`src/rtl/circ_fifo_pkg.sv`:
```
// ============================================================================
// circ_fifo_pkg : shared helpers for the circular FIFO slice.  Rev 1.0
// ============================================================================
`default_nettype none

package circ_fifo_pkg;

  // Legal FIFO depth: a power of two, at least 2.
  function automatic bit is_valid_depth(input int n);
    return (n >= 2) && ((n & (n - 1)) == 0);
  endfunction

endpackage

`default_nettype wire

```
`src/rtl/fifo_ptr.sv`:
```
// ============================================================================
// fifo_ptr : wrap-bit pointer counter with increment and clear.  Rev 1.0
// ============================================================================
`default_nettype none

module fifo_ptr #(
  parameter int PTR_W = 3
) (
  input  logic           clk,
  input  logic           rst,
  input  logic           clr,
  input  logic           inc,
  output logic [PTR_W:0] ptr
);

  localparam logic [PTR_W:0] C_ONE = {{PTR_W{1'b0}}, 1'b1};

  logic [PTR_W:0] r_ptr;

  // Clear wins over increment so a flush discards any same-cycle fire.
  always_ff @(posedge clk or negedge rst) begin
    if (!rst) begin
      r_ptr <= '0;
    end else if (clr) begin
      r_ptr <= '0;
    end else if (inc) begin
      r_ptr <= r_ptr + C_ONE;
    end
  end

  assign ptr = r_ptr;

endmodule

`default_nettype wire

```
`src/rtl/register.sv`:
```
// ============================================================================
// register : write-enabled storage register, async active-low reset.  Rev 1.0
// ============================================================================
`default_nettype none

module register #(
  parameter int WIDTH = 32
) (
  input  logic             clk,
  input  logic             rst,
  input  logic             en,
  input  logic [WIDTH-1:0] d,
  output logic [WIDTH-1:0] q
);

  logic [WIDTH-1:0] r_q;

  always_ff @(posedge clk or negedge rst) begin
    if (!rst) begin
      r_q <= '0;
    end else if (en) begin
      r_q <= d;
    end
  end

  assign q = r_q;

endmodule

`default_nettype wire

```
`src/rtl/circ_fifo.sv`:
```
// ============================================================================
// circ_fifo : circular valid/ready FIFO with flush and occupancy count.  Rev 1.0
// ============================================================================
`default_nettype none

module circ_fifo
  import circ_fifo_pkg::*;
#(
  parameter int WIDTH = 32,
  parameter int DEPTH = 8
) (
  input  logic                     clk,
  input  logic                     rst,
  input  logic                     flush,
  input  logic                     enq_valid,
  output logic                     enq_ready,
  input  logic [WIDTH-1:0]         enq_data,
  output logic                     deq_valid,
  input  logic                     deq_ready,
  output logic [WIDTH-1:0]         deq_data,
  output logic [$clog2(DEPTH):0]   count
);

  localparam int PTR_W = $clog2(DEPTH);

  generate
    if (!is_valid_depth(DEPTH)) begin : g_depth_check
      $error("circ_fifo: DEPTH must be a power of 2 and >= 2");
    end
  endgenerate

  logic [PTR_W:0]   w_wr_ptr;
  logic [PTR_W:0]   w_rd_ptr;
  logic             w_full;
  logic             w_empty;
  logic             w_enq_fire;
  logic             w_deq_fire;
  logic [WIDTH-1:0] w_entry [DEPTH];

  assign w_empty    = (w_wr_ptr == w_rd_ptr);
  assign w_full     = (w_wr_ptr[PTR_W-1:0] == w_rd_ptr[PTR_W-1:0]) &&
                      (w_wr_ptr[PTR_W] != w_rd_ptr[PTR_W]);
  // enq_ready is purely a function of stored state, never of deq_ready.
  assign enq_ready  = !w_full;
  assign deq_valid  = !w_empty;
  assign w_enq_fire = enq_valid & enq_ready;
  assign w_deq_fire = deq_valid & deq_ready;
  assign count      = w_wr_ptr - w_rd_ptr;

  fifo_ptr #(.PTR_W(PTR_W)) u_wr_ptr (
    .clk (clk),
    .rst (rst),
    .clr (flush),
    .inc (w_enq_fire),
    .ptr (w_wr_ptr)
  );

  fifo_ptr #(.PTR_W(PTR_W)) u_rd_ptr (
    .clk (clk),
    .rst (rst),
    .clr (flush),
    .inc (w_deq_fire),
    .ptr (w_rd_ptr)
  );

  // Entry contents are don't-care after reset, so storage reset is tied off.
  generate
    for (genvar i = 0; i < DEPTH; i++) begin : g_entry
      register #(.WIDTH(WIDTH)) u_entry (
        .clk (clk),
        .rst (1'b1),
        .en  (w_enq_fire && (w_wr_ptr[PTR_W-1:0] == PTR_W'(i))),
        .d   (enq_data),
        .q   (w_entry[i])
      );
    end
  endgenerate

  assign deq_data = w_entry[w_rd_ptr[PTR_W-1:0]];

endmodule

`default_nettype wire

```
`config.mk`:
```
export PLATFORM = sky130hd
export DESIGN_NAME = circ_fifo
export DESIGN_NICKNAME = d
export VERILOG_FILES = /design/src/rtl/circ_fifo_pkg.sv /design/src/rtl/fifo_ptr.sv /design/src/rtl/register.sv /design/src/rtl/circ_fifo.sv
export SDC_FILE = /design/constraint.sdc
export NUM_CORES = 1
export LEC_CHECK = 0
export CAP_MARGIN = 10
export CELL_PAD_IN_SITES_DETAIL_PLACEMENT = 2
export CELL_PAD_IN_SITES_GLOBAL_PLACEMENT = 2
export CORE_MARGIN = 2
export CORE_UTILIZATION = 49
export CTS_CLUSTER_SIZE = 40
export DETAILED_ROUTE_END_ITERATION = 10
export PLACE_DENSITY = 0.92
export SLEW_MARGIN = 15
export SYNTH_ARGS = -nofsm -noshare
export SYNTH_HDL_FRONTEND = slang
export SYNTH_HIERARCHICAL = 1
export SYNTH_SLANG_ARGS = --single-unit
```
`constraint.sdc`:
```
create_clock -name clk -period 5 [get_ports clk]
set_clock_uncertainty 0.1 [all_clocks]
set_input_delay 1 -clock clk [delete_from_list [all_inputs] [get_ports clk]]
set_output_delay 1 -clock clk [all_outputs]
set_load 0.05 [all_outputs]
```
==> results.md <==
- Hold bufs inserted after CTS: 0
- Final Max Tran Viols: 0
- Worst Hold Class: reg2reg
- Relative slew slack: 37.57%
- Hold WS: between 0.4 and 0.5 ns
- Mean Syn Cell Area: ~17 µm²
- CTS Buf Count: 30
- Final setup fails: 0
- Finished Layout Cells: around 1,500
- Hold Crit Start: g_entry[7].u_entry/q[22]
- CTS Root Buffer Type: clkbuf_16
- Pwr/cell area: 486.1 nW/µm²
- Netlist cell types: 31
- Pre-Repair DR Iteration Count: 5
- Most frequent cells in the layout: 261 x dfrtp_1, 256 x conb_1, 242 x mux2_4, 99 x nand2_1, 73 x clkdlybuf4s50_1
- Setup TNS: 0 ns
- Final Cycle Share: a little under 90%
- Sequential area share after synthesis: ~50%
- Initial Utilization: 49.76%
- Row count: 60
- NumNets Final: around 1,200
- Clock sink count: 264
- Tmin final: ~4.3 ns
- Final HPWL DP: between 20 and 30 mm
- Critical path class: reg2out
- CP Launch Type: register
- Slowest stage delay, CP: about 0.77 ns
- DRT Wirelength: 47.48 mm
- DR iter-0 viols: between 400 and 500
- Launch point of the worst reg-to-reg path: u_rd_ptr/ptr[1]
- Synthesis Warnings: 6
- H-tree depth: 1
- Total die area: approximately 29,000 µm²
- Status: complete, no violations
- CTS tree: yes
- Worst R2R Path Depth: 7
- Setup Fix Bufs, Post-CTS: 0
- Worst EP arrival: 3.24 ns
- Vias: around 8,000
- Post-Syn Area: around 13,000 µm²
- Critical Path, Cell by Cell: buf_12, mux4_2, nand2_1, nand2_1, clkdlybuf4s50_1
- Routed len/inst: around 32 µm
- # resized after CTS: 0
- Yosys top cell area share: just under 50%
- Crit end category: output pin
- Area grow syn2layout: 19.25%
- Die Y: roughly 170 µm
- Fmax: between 200 and 250 MHz
- Max stage delay cell, worst path: clkdlybuf4s50_1
- RSZ-0062 raised after global routing: false
- Largest net degree at the start of global routing: slightly above 50
- Clock transition at path regs: about 0.060 ns
- Number of placed I/O pins: 75
- Cell count along the critical path: 5
- Most common cell after layout, fill and taps aside: dfrtp_1
- VDD IR-drop max: around 0.0003 V
- Hold EP: g_entry[7].u_entry/q[22]
- Vias in the first global route: a little under 10,000
- Area contributors post-synth: dfrtp_1 49%, mux2_4 27%, mux4_2 10%
- WP data required: ~3.9 ns
- Min-Delay Path Depth: 1
- CP top delay family: buffers and inverters
- First-pass GRT wire length: approximately 70 mm
- Flops & latches, synth: roughly 260
- Area leader, netlist: dfrtp_1
- MaxCap Viol Count: 0
- Die width: 169.2 µm
- Gr ovfl total: 0
- Layout cells sized above 1: around a third
- Cells after Synth: approximately 790
- Slew @ Worst Pin: 0.9267 ns
- Fill cells: between 2,000 and 2,500
- DRT antenna net count: 0
- R2R Path End: g_entry[0].u_entry/q[29]
- Buffers and inverters on the worst path: 2
- Max Buffers Root-to-Sink: 3
- Number of buffers added on ports: 74
- Dpl cells: ~1,400
- Top cell by count, worst path: nand2_1
- Hold Violations, Final: 0
- Worst R2R Setup Slack: 0.95 ns
- Clock Latency Late Sink: 0.55 ns
- Pleak: between 7 and 8 nW
- # DRC: 0
- Crit path max fanout: 38
- GRT Total Usage: between 30% and 40%
- Final GP Congestion: 0.7075
- Initial antenna violation count: 2
- Vias per Instance: 5.417
- Placeable Area: between 20,000 and 30,000 µm²
==> stage by stage <==
step	power [W]	util (%)	worst slack (ns)	area (µm²)
finish	0.007753	59.34	0.6589	15950
floorplan	0.004593	-	1.726	14330
CTS	0.007755	59.33	0.6250	15950
global placement	0.005042	55.58	1.371	14940
detailed placement	0.005255	55.58	1.204	14940
global route	0.007991	59.34	0.5822	15950
==> worst register-to-register path, cell delays in order, from the launching register on <==
cell and delay (ns):
dfrtp_2 0.42, inv_1 0.53, ha_1 0.42, nand3_1 0.25, o21ai_0 0.36, nor4_2 0.69
buf_4 0.72, mux2_2 0.45
==> power breakdown <==
group,internal [W],switching (W)
Combinational,0.00121,0.00127
Sequential,0.00256,0.000398
Clock,0.00136,0.000960
Total,0.00513,0.00263
==> cell usage after synthesis <==
master / number
nand4_1: 3
nor2_1: 9
mux4_1: 4
nor3_1: 4
buf_2: 10
and2_1: 1
fa_1: 1
nand2b_1: 1
or2_2: 1
ha_1: 5
mux2_2: 16
nand2_1: 99
a21bo_2: 2
buf_6: 9
inv_1: 7
mux2_4: 242
clkbuf_1: 4
nand3b_1: 2
xor2_1: 1
o21ai_0: 2
xnor2_1: 4
nor4_1: 1
dfrtp_1: 264
buf_12: 30
nor2b_1: 2
mux4_2: 60
conb_1: 1
mux2i_1: 2
o211ai_1: 1
a21oi_1: 3
nand3_1: 1
==> metal layers <==
metal | wire, µm | vias to the layer above | share of wire (%) | global-route usage, %
li1 | - | 3255 | - | -
met1 | 17940 | 4311 | 38 | 39.67
met2 | 25360 | 317 | 53 | 62.91
met3 | 2108 | 143 | 4.4 | 5.224
met4 | 2053 | 2 | 4.3 | 14.83
met5 | 13 | - | 0.027 | 0
==> worst max-delay path by stage <==
stage | slack [ns] | from | endpoint
5_1_grt | 0.58 | u_rd_ptr/ptr[0] | deq_data[31]
3_5_place_dp | 1.20 | u_rd_ptr/ptr[1] | g_entry[0].u_entry/q[29]
6_report | 0.66 | u_rd_ptr/ptr[0] | deq_data[31]
2_1_floorplan | 1.73 | u_rd_ptr/ptr[1] | count[3]
4_1_cts | 0.63 | u_rd_ptr/ptr[0] | deq_data[31]
3_3_place_gp | 1.37 | u_rd_ptr/ptr[0] | deq_data[30]
==> kinds of logic (layout without fill, tap and decap cells) <==
family | after synthesis | count (layout) | synth area share (%)
flops | 264 | 264 | 49.40
compound gates | 8 | 8 | 0.3929
fa+ha+maj | 6 | 6 | 0.6175
buf+inv | 60 | 153 | 5.931
other cells | 1 | 257 | 0.02804
xor+xnor | 5 | 5 | 0.3274
mux | 324 | 324 | 39.55
simple gates | 124 | 124 | 3.752
==> final cells by class <==
| class | instances | area [µm²] | share of cell area, % |
|---|---|---|---|
| antenna | 1 | 2.502 | 0.01569 |
| clock buffer | 42 | 867.1 | 5.437 |
| clock inverter | 13 | 142.6 | 0.8943 |
| inverter | 7 | 26.28 | 0.1647 |
| multi-input combinational | 723 | 6980 | 43.77 |
| sequential | 264 | 6613 | 41.46 |
| tap | 341 | 426.7 | 2.675 |
| timing repair buffer | 91 | 890.9 | 5.586 |
==> state kept, by name (all words and copies together) (netlist names) <==
register	flops
u_rd_ptr/ptr	4
g_entry.u_entry/q	256
u_wr_ptr/ptr	4
No activity file was read; power rests on OpenSTA's default activity.
